**config.mk**
```make
export PLATFORM = sky130hd
export DESIGN_NAME = pc_gen
export DESIGN_NICKNAME = d
export VERILOG_FILES = /design/src/rtl/pc_gen.sv
export SDC_FILE = /design/constraint.sdc
export NUM_CORES = 1
export LEC_CHECK = 0
export ABC_AREA = 1
export BUFFER_PORTS_ARGS = -buffer_cell sky130_fd_sc_hd__buf_2
export CAP_MARGIN = 10
export CELL_PAD_IN_SITES_DETAIL_PLACEMENT = 0
export CELL_PAD_IN_SITES_GLOBAL_PLACEMENT = 1
export CORE_UTILIZATION = 35
export CTS_CLUSTER_DIAMETER = 80
export CTS_CLUSTER_SIZE = 16
export DETAILED_ROUTE_END_ITERATION = 12
export HOLD_SLACK_MARGIN = 0.05
export PLACE_DENSITY_LB_ADDON = 0.1
export RECOVER_POWER = 25
export SLEW_MARGIN = 15
export SYNTH_ARGS = -nofsm -noshare
export SYNTH_HDL_FRONTEND = slang
export SYNTH_SLANG_ARGS = --single-unit
```
**constraint.sdc**
```tcl
create_clock -name clk -period 2.25 [get_ports clk]
set_input_delay 0.225 -clock clk [delete_from_list [all_inputs] [get_ports clk]]
set_output_delay 0.225 -clock clk [all_outputs]
set_load 0.02 [all_outputs]
```
**src/rtl/pc_gen.sv**
```systemverilog
// pc_gen: fetch PC generator with redirect epoch tagging and a 2-entry refetch-target FIFO.
module pc_gen #(
   parameter int              PC_W      = 16,
   parameter int              FETCH_INC = 4,
   parameter logic [PC_W-1:0] RESET_PC  = 16'h0000,
   parameter int              EPOCH_W   = 3
) (
   input  logic               clk,
   input  logic               rst_n,
   input  logic [2:0]         PC_select,
   input  logic [PC_W-1:0]    brch_tgt0,
   input  logic [PC_W-1:0]    brch_tgt1,
   input  logic [PC_W-1:0]    jump_tgt,
   input  logic [PC_W-1:0]    recovery_pc,
   input  logic               bh_push,
   input  logic [PC_W-1:0]    bh_pc,
   output logic [PC_W-1:0]    pc,
   output logic               pc_valid,
   output logic [EPOCH_W-1:0] epoch,
   output logic               bh_full,
   output logic               bh_empty,
   output logic               sel_err
);
   logic [PC_W-1:0]    pc_q, pc_d;
   logic               pc_valid_q, pc_valid_d;
   logic [EPOCH_W-1:0] epoch_q, epoch_d;
   logic               sel_err_q, sel_err_d;
   logic [PC_W-1:0]    fifo_q [2];
   logic [PC_W-1:0]    fifo_d [2];
   logic               head_q, head_d;
   logic [1:0]         cnt_q, cnt_d;
   logic               flush, pop, push_ok, push_drop;

   always_comb begin
      flush      = PC_select == 3'd3;
      pop        = PC_select == 3'd4 && cnt_q != 2'd0;
      push_ok    = bh_push && !flush && (cnt_q != 2'd2 || pop);
      push_drop  = bh_push && !flush && cnt_q == 2'd2 && !pop;
      pc_d       = pc_q;
      pc_valid_d = 1'b1;
      epoch_d    = epoch_q + EPOCH_W'(1);
      fifo_d     = fifo_q;
      case (PC_select)
         3'd0: pc_d = brch_tgt0;
         3'd1: pc_d = brch_tgt1;
         3'd2: pc_d = jump_tgt;
         3'd3: pc_d = recovery_pc;
         3'd4: begin
            pc_d       = pop ? fifo_q[head_q] : pc_q;
            pc_valid_d = pop;
            epoch_d    = pop ? epoch_q + EPOCH_W'(1) : epoch_q;
         end
         3'd5: begin
            pc_d    = pc_q + PC_W'(FETCH_INC);
            epoch_d = epoch_q;
         end
         3'd6: begin
            pc_valid_d = 1'b0;
            epoch_d    = epoch_q;
         end
         3'd7: begin
            pc_d       = RESET_PC;
            pc_valid_d = 1'b0;
            epoch_d    = '0;
         end
      endcase
      sel_err_d = sel_err_q | (PC_select == 3'd7) | (PC_select == 3'd4 && !pop) | push_drop;
      // tail slot is head+occupancy mod 2; when full it is the slot being popped
      if (push_ok) fifo_d[head_q ^ cnt_q[0]] = bh_pc;
      head_d = head_q ^ pop;
      cnt_d  = flush ? 2'd0 : cnt_q + {1'b0, push_ok} - {1'b0, pop};
   end

   always_ff @(posedge clk) begin
      if (!rst_n) begin
         pc_q       <= RESET_PC;
         pc_valid_q <= 1'b0;
         epoch_q    <= '0;
         sel_err_q  <= 1'b0;
         head_q     <= 1'b0;
         cnt_q      <= 2'd0;
      end else begin
         pc_q       <= pc_d;
         pc_valid_q <= pc_valid_d;
         epoch_q    <= epoch_d;
         sel_err_q  <= sel_err_d;
         head_q     <= head_d;
         cnt_q      <= cnt_d;
         fifo_q     <= fifo_d;
      end
   end

   assign pc       = pc_q;
   assign pc_valid = pc_valid_q;
   assign epoch    = epoch_q;
   assign sel_err  = sel_err_q;
   assign bh_full  = cnt_q == 2'd2;
   assign bh_empty = cnt_q == 2'd0;
endmodule

```
**Yosys cells after proc, flatten, opt, wreduce, memory -nomap -nowiden**

Cells that the tools add are included.

- Bits in registers: 56
- Bits of input ports: 86
- Output and inout bits: 23
- Word-level logic and storage cells: 65

- $add $sub $neg: 4
- Order comparisons: 3
- Eq/ne operators: 10
- Multiplexer cells: 11
- Bitwise gates (word level): 9
- Reductions and logical operators: 20

Operators by type and width:

| cell | count |
|---|---|
| $pmux W16 S7 | 1 |
| $mux W16 | 5 |
| $bwmux W32 | 1 |
| $add A16 B3 Y16 const B | 1 |
| $demux W16 S1 | 1 |
| $eq A3 B3 Y1 const B | 4 |
| $pmux W3 S3 | 1 |
| $logic_and A1 B1 Y1 | 7 |
| $reduce_bool A7 Y1 | 1 |
| $eq A3 B2 Y1 const B | 2 |
| $reduce_and A2 Y1 | 3 |
| $reduce_or A2 Y1 | 3 |
| $ge A2 B2 Y1 const B | 2 |
| $ne A2 B2 Y1 const B | 2 |
| $not A1 Y2 | 2 |
| $add A3 B1 Y3 const B | 1 |
| $eq A3 B1 Y1 const B | 1 |
| $logic_not A3 Y1 | 1 |
| $mux W3 | 1 |
| $or A1 B1 Y1 | 3 |
| $add A2 B1 Y2 | 1 |
| $eq A2 B2 Y1 const B | 1 |
| $logic_not A1 Y1 | 2 |
| $logic_not A2 Y1 | 1 |
| 7 further kinds | 9 |

**Longest topological paths before layout**

Gate-level depths: netlist of run 1.

- Depth after elaboration: 7
- Gate-level depth with buffers: 13

**Least setup slack after synthesis of run 1**

Ideal clock, no wire load.

- Path type: input port to flip-flop
- Start: input port PC_select[0]
- End: register fifo_q[16] in the netlist's numbering, enable pin
- Setup time: 0.388 ns
- Data arrival time: 1.609 ns
- Required time: 1.862 ns
- Path slack: 0.252 ns
- Cell stages on the path: 7
- Path buffers: 2
- Path through: buf_4 nor2_8 buf_6 inv_1 nand2_1 nand3_1 nor2_1

- Cells in the longest elaborated chain, start to end: 5

Ends and longest elaborated chain:

| element | line | source |
|---|---|---|
| start: declaration | 10 | `input logic [2:0] PC_select,` |
| $eq A3 B2 Y1 or $eq A3 B3 Y1 (tied branches) | 35, 36 |  |
| $logic_not A1 Y1 or $logic_and A1 B1 Y1 (tied branches) | 37, 36 |  |
| $logic_and A1 B1 Y1 or $logic_or A1 B1 Y1 (tied branches) | 37 | `push_ok = bh_push && !flush && (cnt_q != 2'd2 \|\| pop);` |
| $logic_and A1 B1 Y1 * | 37 |  |
| $reduce_and A2 Y1 (no source line) * | n/a |  |
| end signal: assignment | 89 | `fifo_q <= fifo_d;` |
| end: declaration | 28 | `logic [PC_W-1:0] fifo_q [2];` |

Mark *: on every way between the ends. The rest lies on a longest branch, timed or not.
A chain may end at the register's enable or synchronous reset.

**Worst setup path in the final report of run 1**

- Start: register cnt_q[0]
- End: register cnt_q[1]

- Cells in the longest elaborated chain, start to end: 6

Ends and longest elaborated chain:

| element | line | source |
|---|---|---|
| start: declaration | 31 | `logic [1:0] cnt_q, cnt_d;` |
| start signal: assignment | 88 | `cnt_q <= cnt_d;` |
| $reduce_bool A2 Y1 | 36 | `pop = PC_select == 3'd4 && cnt_q != 2'd0;` |
| $logic_and A1 B1 Y1 | 36 |  |
| $logic_or A1 B1 Y1 | 37 |  |
| $logic_and A1 B1 Y1 | 37 |  |
| $add A2 B1 Y2 | 71 | `cnt_d = flush ? 2'd0 : cnt_q + {1'b0, push_ok} - {1'b0, pop};` |
| $sub A2 B1 Y2 * | 71 |  |

Marks and branches as above.

==> flow_metrics.tcl, run 1 <==
set metrics [dict create \
    layout.nets 657 \
    path_clk_slew_ns 0.11 \
    finalCritPeriodShare 0.7892 \
    dp.final_hpwl_um 7148 \
    status "complete, but fails checks" \
    syn-num-nets 550 \
    drive_gt1_frac 0.2289 \
    die_w_um 98.39 \
    violations "DRC" \
    p_per_area_nw_per_um2 605.2 \
    drt_iter0_drc 108 \
    reg2reg_from "cnt_q[0]$_SDFF_PP0_" \
    gp_congestion 0.8250 \
    fin_crit_ns 1.776 \
    grt_max_degree 29 \
    peakVddDrop_mv 0.2741 \
    die-area_sq_um 9681 \
    leakage_nw 1.965 \
    cp-end-kind "flop" \
    synth-warning-count 0 \
    track_usage 0.2020 \
    clock_skew_ns 0.01108 \
    syn_area_per_cell_sq_um 7.069 \
    relSlewSlack 0.5973 \
    worstReg2RegEnd "cnt_q[1]$_SDFF_PP0_" \
    hp-start "bh_pc[8]" \
    instances_no_fill 676 \
    hold_depth 1 \
    cts_setup_buffers 0 \
    cts.path.max_buffers 2 \
    ios 109 \
    async_reset_ff_frac 0 \
    setup_viol_count_final 0 \
    port_buffers 108 \
    cts_tree "yes" \
    whs_endpoint "fifo_q[8]$_DFFE_PP_" \
    cts-root-buf "clkbuf_8" \
    hold_slack_ns 0.09589 \
    die_y_um 98.39 \
    ys_types 33 \
    n_antenna_cell 0 \
    dp.cells 668 \
    cts_hold_buf 0 \
    multi_input_area_sq_um 1577 \
    worst_ep_arrival_time_ns 2.05 \
    yosys_register_bits 56 \
    critPathKind "reg -> reg" \
    layout.area.seq_sq_um 1441 \
    overflow 0 \
    r2r_cells 8 \
    yosysSeqAreaShare 0.4432 \
    cts_max_level 2 \
    drcViolationCount 1 \
    via_count 3240 \
    required_ns 2.52 \
    wl_um 9429 \
    max_freq_mhz 563.2 \
    clock_latency_ns 0.32 \
    synth_cells 460 \
    maxCapViolations 0 \
    startpoint_type "flop" \
    hold_viol_final 0 \
    rsz0062_at_grt "no" \
    antenna_found_initial 0 \
    grt_pass1_wl_um 15250 \
    drt-pass1-iter-count 12 \
    critPathMaxFanout 4 \
    avgRoutedWirePerCell_um 13.95 \
    rows 34 \
    synth-edff-count 32 \
    ant_nets 0 \
    tightest_slew_ns 0.6018 \
    cts_resized 0 \
    numCtsBuffers 5 \
    grt_pass1_vias 3094 \
    rrSetupSlack_ns 0.47 \
    fillers 977 \
    finalMaxSlewViolations 0 \
    synthesis.area_sq_um 3252 \
    clock_sinks 56 \
    start_util 0.3675 \
    synth_flop_cell "edfxtp_1" \
    drt-vias-per-instance 4.793 \
    tns_ns 0 \
    coreArea_sq_um 8848 \
    min_path_type "in -> reg" \
    syn2layout_area_growth_pct 22.59 \
]
==> report_power, final <==
part | internal (W) | switching (W)
logic | 0.000193 | 0.000322
clock network | 0.000337 | 0.000350
registers | 0.00116 | 0.0000536
==> cell families (layout without fill, tap and decap cells) <==
kind of cell / count (synthesis) / after routing / share of synthesized area
AOI/OAI and AO/OA: 38 / 38 / 0.06541
xor gates and xnor gates: 3 / 3 / 0.008082
adders and majority gates: 4 / 4 / 0.01539
buffers and inverters: 51 / 159 / 0.07195
DFF: 56 / 56 / 0.4432
and+or+nand+nor: 308 / 308 / 0.3959
==> area by class of cell <==
cell class | instances | share of cell area
Sequential cell | 56 | 0.3616
Inverter | 36 | 0.03390
Tap cell | 108 | 0.03390
Clock inverter | 2 | 0.009730
Timing Repair Buffer | 115 | 0.1472
Clock buffer | 6 | 0.01820
Multi-Input combinational cell | 353 | 0.3955
==> stage by stage <==
step           total power [W]  area (sq um)  setup WS, ns    util
6_report              0.002413          3986        0.4743  0.4505
5_1_grt               0.002545          3986        0.3421  0.4505
4_1_cts               0.002446          3993        0.4577  0.4512
3_5_place_dp          0.001755          3881        0.3729  0.4386
3_3_place_gp          0.001745          3881        0.4374  0.4386
2_1_floorplan         0.001549          3252        0.2525       -
==> layout by cell type (no fill, tap or decap), types with 2 or more instances in the layout <==
cell type	count
o21ai_1	3
nor2_1	64
o21bai_1	2
inv_2	5
nand4_1	6
ha_1	4
nand3b_1	3
xnor2_1	2
edfxtp_1	32
nand2_1	189
nor3_1	2
nand2_4	2
a21oi_1	24
dfxtp_1	24
buf_2	103
nand3_1	34
buf_4	7
and3_1	2
o21ai_0	4
clkbuf_8	5
inv_1	30
clkbuf_1	6
nand3_2	3
==> cell usage after synthesis, types with 3 or more instances <==
library cell,count,area (sq um)
o21ai_1,3,15.01
nand4_1,6,37.54
nor2_1,64,240.2
dfxtp_1,24,480.5
o21ai_0,4,20.02
ha_1,4,50.05
nand3b_1,3,22.52
nand3_1,34,170.2
buf_2,7,35.03
buf_6,3,33.78
buf_4,3,22.52
inv_1,30,112.6
nand3_2,3,30.03
edfxtp_1,32,960.9
inv_2,5,18.77
nand2_1,189,709.4
a21oi_1,24,120.1
==> state kept, by name, indices dropped and copies added, names as in the netlist <==
register and count:
pc 16, pc_valid 1, cnt_q 2, sel_err 1
head_q 1, fifo_q 32, epoch 3
==> critical path: stages (launching register included) <==
cell	delay, ns
dfxtp_1	0.36
nor2_1	0.29
nor2_2	0.11
ha_1	0.29
inv_1	0.04
ha_1	0.18
xnor2_1	0.18
xor2_1	0.15
and3_1	0.14
==> how the worst max path moves through the flow <==
stage / from / end / cells past startpoint
final: cnt_q[0]$_SDFF_PP0_ / cnt_q[1]$_SDFF_PP0_ / 8
after CTS: cnt_q[0]$_SDFF_PP0_ / cnt_q[1]$_SDFF_PP0_ / 8
after global routing: cnt_q[0]$_SDFF_PP0_ / cnt_q[1]$_SDFF_PP0_ / 8
after global placement: PC_select[1] / cnt_q[1]$_SDFF_PP0_ / 13
after detailed placement: PC_select[1] / cnt_q[1]$_SDFF_PP0_ / 13
after floorplan: PC_select[0] / fifo_q[16]$_DFFE_PP_ / 7
==> routing by layer <==
metal	share of wire	track usage	wire length (um)
met5	0	0	0
met4	0.013	0.05511	124
met3	0.035	0.02649	327
met2	0.45	0.3315	4279
met1	0.50	0.2800	4698
Note: power is estimated with default switching activity, not from simulation.
==> run 2: changes to the inputs <==
CORE_UTILIZATION = 32   (was 35)
clock period = 1.6 ns   (was 2.25 ns; I/O delays follow)
==> run 2 against run 1 <==
The flow now finishes without violations. Sequential share of layout area is 4.0 points lower. Cell count is 9.3% higher. Core utilization is 0.76 points higher. Worst setup slack worse by 0.47 ns. Sequential cell count stayed put. Count of clock-buffer cells in the layout is 1 lower. Highest routed layer unchanged. Die area is 9.2% higher.
==> flow_metrics.tcl, run 2 (same netlist as run 1, synthesis figures left out) <==
set metrics [dict create \
    n_antenna_cell 0 \
    setup_viol_count_final 0 \
    p_int_w 0.002332 \
    track_usage 0.1916 \
    switching_share 0.3199 \
    final_common_cell "nand2_1" \
    via_count 3344 \
    relSlewSlack 0.7842 \
    clock_sinks 56 \
    clock_skew_ns 0.01111 \
    critPathLaunch "cnt_q[1]$_SDFF_PP0_" \
    peakVddDrop_mv 0.4049 \
    cts_max_level 2 \
    leakage_nw 2.147 \
    numCtsBuffers 5 \
    hold_viol_final 0 \
    dp.final_hpwl_um 7470 \
    rrSetupSlack_ns 0.002 \
    p_clk_frac 0.242 \
    dp_slack_ns -0.1354 \
    cts.path.max_buffers 2 \
    grt_pass1_wl_um 15250 \
    rows 36 \
    worst-path-buf-inv 2 \
    path_cells "inv_2, nor2_4, nand2_2, nand2_2, ha_4, inv_2, ha_4, xnor2_2, xor2_1, and3_1" \
    cpPeakStageDelay_ns 0.36 \
    finalMaxSlewViolations 0 \
    fillers 1086 \
    path_clk_slew_ns 0.11 \
    die-area_sq_um 10570 \
    gp_congestion 0.8196 \
    largest_reg_flops 32 \
    reg2reg_from "cnt_q[1]$_SDFF_PP0_" \
    overflow 0 \
    seqPwrFrac 0.496 \
    drt-pass1-iter-count 5 \
    cts-root-buf "clkbuf_8" \
    p_sw_w 0.001097 \
    drcViolationCount 0 \
    hp-start "brch_tgt0[0]" \
    tightest_slew_ns 0.3232 \
    required_ns 1.82 \
    combPwrFrac 0.263 \
    maxCapViolations 0 \
    die_y_um 102.8 \
    drive_gt1_frac 0.2789 \
    fin_crit_ns 1.598 \
    layout_setup_ws_ns 0.001570 \
    worst_ep_arrival_time_ns 1.82 \
    fin_util 0.4581 \
    port_buffers 108 \
    startpoint_type "flop" \
    p_per_area_nw_per_um2 762.2 \
    tns_ns 0 \
    layout.nets 695 \
    avgRoutedWirePerCell_um 13.33 \
    start_util 0.3312 \
    drt-vias-per-instance 4.525 \
    largest_register "fifo_q" \
    syn2layout_area_growth_pct 38.32 \
    grt_pass1_vias 3044 \
    die_w_um 102.8 \
    ios 109 \
    rsz0062_at_grt "yes" \
    antenna_found_initial 0 \
    placed_area_sq_um 4192 \
    wl_um 9853 \
    ant_nets 0 \
    critPathSlowestCell "dfxtp_2" \
    coreArea_sq_um 9819 \
    critPathKind "reg -> reg" \
    cpLargestDelayFamily "adder cells" \
    clock_latency_ns 0.31 \
    cts_tree "yes" \
    status "finished clean" \
    grt_max_degree 29 \
    fin_area_sq_um 4498 \
    min_path_type "in -> reg" \
    drt_iter0_drc 151 \
    finalCritPeriodShare 0.9990 \
    multi_input_area_sq_um 1673 \
    max_freq_mhz 625.6 \
    critPathMaxFanout 2 \
    mostFrequentLayoutCells "nand2_1, buf_2, nor2_1" \
    cp-end-kind "flop" \
    layout.area.seq_sq_um 1445 \
]
-- run 2: changes by cell type in the layout (fill, tap and decap cells not counted), moves of 5 or more --
cell | previous run | this run
buf_12 | 0 | 5
nor2_1 | 64 | 57
buf_2 | 103 | 98
inv_1 | 30 | 25
buf_4 | 7 | 24
dlygate4sd3_1 | 0 | 16
-- run 2: area by class of cell --
cell class | instances | share of cell area
clock inverter | 3 | 0.005007
inverter | 36 | 0.03421
sequential | 56 | 0.3213
multi-input combinational | 353 | 0.3719
tap | 133 | 0.03700
timing repair buffer | 153 | 0.2153
clock buffer | 5 | 0.01530
-- run 2: what timing repair did --
| item | in CTS | in global routing |
|---|---|---|
| pin swaps | 0 | 7 |
| buffers inserted | 0 | 1 |
| hold buffers | 15 | 1 |
| setup endpoints to repair | 1 | 17 |
| resized for setup | 3 | 11 |
| hold endpoints to repair | 30 | 2 |
-- run 2: power by group through the flow --
stage	registers [W]	clock network, W	logic, W
final	0.00170	0.000828	0.000901
after CTS	0.00170	0.000861	0.000886
after detailed placement	0.00173	0	0.000855
after floorplan	0.00179	0	0.000424
after global routing	0.00171	0.000913	0.00101
after global placement	0.00173	0	0.000845
-- run 2: stage by stage --
| stage | std cells | hold WS, ns | power [W] |
|---|---|---|---|
| global route | 739 | 0.1143 | 0.003631 |
| detailed placement | 714 | 0.3514 | 0.002585 |
| finish | 739 | 0.1028 | 0.003428 |
| CTS | 737 | 0.05008 | 0.003445 |
| floorplan | 460 | 0.2589 | 0.002210 |
| global placement | 714 | 0.3471 | 0.002573 |
-- run 2: path summary, 6_finish.rpt --
kind	endpoint	depth (start not counted)
worst min-delay path	pc[0]$_SDFFE_PN0P_	3
worst max-delay path	cnt_q[1]$_SDFF_PP0_	10
worst min register to register	epoch[2]$_SDFFE_PN0P_	2
worst max register to register	cnt_q[1]$_SDFF_PP0_	10
-- run 2: worst min-delay path, stage by stage --
cell and delay [ns]:
buf_2 0.09, o211ai_1 0.09, nand2_1 0.06
-- run 2: per-layer routing --
metal / up-vias / share of wire / global-route usage
met5: - / 0 / 0
met4: 0 / 0.0049 / 0.03575
met3: 6 / 0.058 / 0.02780
met2: 96 / 0.47 / 0.3169
met1: 1478 / 0.47 / 0.2683
li1: 1764 / - / -
==> run 3: changes to the inputs <==
ABC_AREA = default   (was 1)
BUFFER_PORTS_ARGS = default   (was -buffer_cell sky130_fd_sc_hd__buf_2)
CORE_UTILIZATION = 43   (was 32)
DONT_BUFFER_PORTS = 1   (was default)
PLACE_DENSITY = 0.8   (was default)
PLACE_DENSITY_LB_ADDON = default   (was 0.1)
==> run 3 against run 2 <==
The run now ends with hold timing, setup timing left. Via count shrank 14%. Worst setup slack worse by 0.067 ns. Synthesized cell count is 29% lower. Total power shrank 4.3%. Design area is 13% lower. Sequential cell count stayed put. Largest power group unchanged.
==> flow_metrics.tcl, run 3 <==
set metrics [dict create \
    drt_iter0_drc 280 \
    cts_tree "yes" \
    syn_area_per_cell_sq_um 9.756 \
    rsz0062_at_grt "yes" \
    relSlewSlack 0.6421 \
    coreArea_sq_um 6982 \
    startpoint_type "flop" \
    clock_sinks 56 \
    yosys_register_bits 56 \
    yosysTopAreaCellShare 0.3021 \
    mostFrequentLayoutCells "buf_4, edfxtp_1, nand2_1" \
    cts.path.max_buffers 2 \
    instances_no_fill 473 \
    synthesis.area_sq_um 3181 \
    path_clk_slew_ns 0.11 \
    synth_common_cells "edfxtp_1, nand2_1, nor2_1" \
    ys_types 56 \
    peakVddDrop_mv 0.5653 \
    die_w_um 88.01 \
    min_path_type "in -> reg" \
    synth_top_cell_by_area "edfxtp_1" \
    multi_input_area_sq_um 1685 \
    drt-vias-per-instance 6.061 \
    cts_max_level 2 \
    syn-num-nets 416 \
    maxCapViolations 0 \
    final_common_cell "buf_4" \
    critPathKind "reg -> reg" \
    cp-end-kind "flop" \
    syn2layout_area_growth_pct 23.49 \
    avgRoutedWirePerCell_um 20.57 \
    worst_ep_arrival_time_ns 1.89 \
    whs_endpoint "pc[4]$_SDFFE_PN0P_" \
    dp.final_hpwl_um 7278 \
    rrSetupSlack_ns -0.07 \
    yosysMostFrequentCell "edfxtp_1" \
    critPathMaxFanout 3 \
    r2r_cells 10 \
    hp-start "rst_n" \
    clock_skew_ns 0.01745 \
    reg2reg_from "cnt_q[1]$_SDFF_PP0_" \
    start_util 0.4556 \
    synth_area_leaders "edfxtp_1, dfxtp_1, mux2i_1, o221ai_1, nand2_1" \
    ios 109 \
    grt_max_degree 32 \
    largest_register "fifo_q" \
    fin_util 0.5625 \
    synth_cells 326 \
    die-area_sq_um 7745 \
    grt_pass1_wl_um 14540 \
    cts-root-buf "clkbuf_8" \
    fin_crit_ns 1.666 \
    die_y_um 88.01 \
    hold_depth 2 \
    hold_slack_ns -0.03899 \
    placed_area_sq_um 3607 \
    antenna_found_initial 1 \
    finalMaxSlewViolations 0 \
    ant_nets 0 \
    yosysSeqAreaShare 0.4532 \
    tightest_slew_ns 0.5349 \
    async_reset_ff_frac 0 \
    worstReg2RegEnd "cnt_q[1]$_SDFF_PP0_" \
    fin_area_sq_um 3928 \
    fillers 642 \
    layout_setup_ws_ns -0.06577 \
    clock_latency_ns 0.32 \
    layout.area.seq_sq_um 1456 \
    p_per_area_nw_per_um2 835.4 \
    gp_congestion 0.8943 \
    grt_pass1_vias 2800 \
    layout.nets 465 \
    numCtsBuffers 5 \
    largest_reg_flops 32 \
    required_ns 1.82 \
    via_count 2867 \
    status "complete, but fails checks" \
    synth_flop_cell "edfxtp_1" \
    max_freq_mhz 600.3 \
    hold_viol_final 16 \
    synth-edff-count 32 \
    drt-pass1-iter-count 5 \
    cts_hold_buf 17 \
    port_buffers 0 \
    rows 30 \
    track_usage 0.2570 \
    dp.cells 446 \
    setup_viol_count_final 1 \
    wl_um 9730 \
    synth-warning-count 0 \
    finalCritPeriodShare 1.041 \
    overflow 0 \
    drcViolationCount 0 \
    violations "hold timing, setup timing" \
    leakage_nw 1.401 \
    drive_gt1_frac 0.2447 \
]
[run 3: cell types whose count changed after synthesis, sizes merged, moves of 8 or more]
cell / before / now
clkbuf: 2 / 10
inv: 35 / 5
mux2i: 0 / 16
nand2: 192 / 29
nand3: 37 / 11
nor2: 66 / 30
o21ai: 7 / 19
o221ai: 1 / 13
[run 3: per-layer routing]
| metal | global-route usage | up-vias | routed length (um) |
|---|---|---|---|
| met1 | 0.3272 | 1373 | 4020 |
| met3 | 0.06880 | 26 | 919 |
| li1 | - | 1332 | - |
| met2 | 0.4221 | 136 | 4543 |
| met4 | 0.08793 | 0 | 246 |
| met5 | 0 | - | 0 |
[run 3: cell families (layout without fill, tap and decap cells)]
kind of cell,after synthesis,in the layout,share of synthesized area
and+or+nand+nor,107,107,0.1640
AOI/OAI and AO/OA,96,96,0.2089
DFF,56,56,0.4532
buffers and inverters,28,78,0.05153
muxes,21,21,0.06805
xor gates and xnor gates,14,14,0.03855
adders and majority gates,4,4,0.01574
other,0,1,0
[run 3: critical path, stage by stage, from the launching register on]
cell and delay (ns):
dfxtp_2 0.34, nor2b_4 0.13, o21ai_2 0.06, o2bb2ai_2 0.13
nand2_1 0.07, ha_1 0.28, inv_2 0.04, ha_4 0.15
xnor2_2 0.12, xnor2_1 0.11, and3_1 0.13
[run 3: worst max-delay path by stage]
stage,slack [ns],end,cells past startpoint,from
CTS,-0.1,cnt_q[1]$_SDFF_PP0_,10,cnt_q[1]$_SDFF_PP0_
detailed placement,-0.11,cnt_q[1]$_SDFF_PP0_,10,cnt_q[1]$_SDFF_PP0_
global route,-0.15,cnt_q[1]$_SDFF_PP0_,10,cnt_q[1]$_SDFF_PP0_
global placement,-0.06,cnt_q[1]$_SDFF_PP0_,10,cnt_q[1]$_SDFF_PP0_
floorplan,-0.22,cnt_q[1]$_SDFF_PP0_,11,cnt_q[1]$_SDFF_PP0_
finish,-0.07,cnt_q[1]$_SDFF_PP0_,10,cnt_q[1]$_SDFF_PP0_
[run 3: cell type report]
type,instances,share of cell area
multi-input cells,242,0.4291
flip-flops and latches,56,0.3708
repair buffers,64,0.1405
well taps,96,0.03058
clock buffers,6,0.01848
inverters,6,0.005734
clock inverters,2,0.004141
diodes,1,0.0006371
[run 3: stage by stage]
stage | hold WS, ns | setup WS, ns | total power [W] | setup TNS (ns)
5_1_grt | -0.04006 | -0.1487 | 0.003412 | -0.5146
4_1_cts | -0.04089 | -0.09923 | 0.003267 | -0.1212
3_5_place_dp | 0.2589 | -0.1082 | 0.002442 | -0.1108
6_report | -0.03899 | -0.06577 | 0.003281 | -0.06577
2_1_floorplan | 0.2589 | -0.2232 | 0.002220 | -2.592
3_3_place_gp | 0.2589 | -0.06465 | 0.002425 | -0.06465
[run 3: where the power goes]
part           total [W]  internal (W)  switching, W  leakage (nW)
combinational   0.000766      0.000357      0.000410         0.865
clock           0.000803      0.000313      0.000490        0.0414
sequential       0.00171       0.00163     0.0000859         0.495
[run 3: what timing repair did]
action                     4_1_cts  5_1_grt
hold endpoints to repair        56       23
buffers inserted                 1        0
setup endpoints to repair        2       41
pin swaps                        5        3
gates resized for setup          1       14
cloned                           0        0
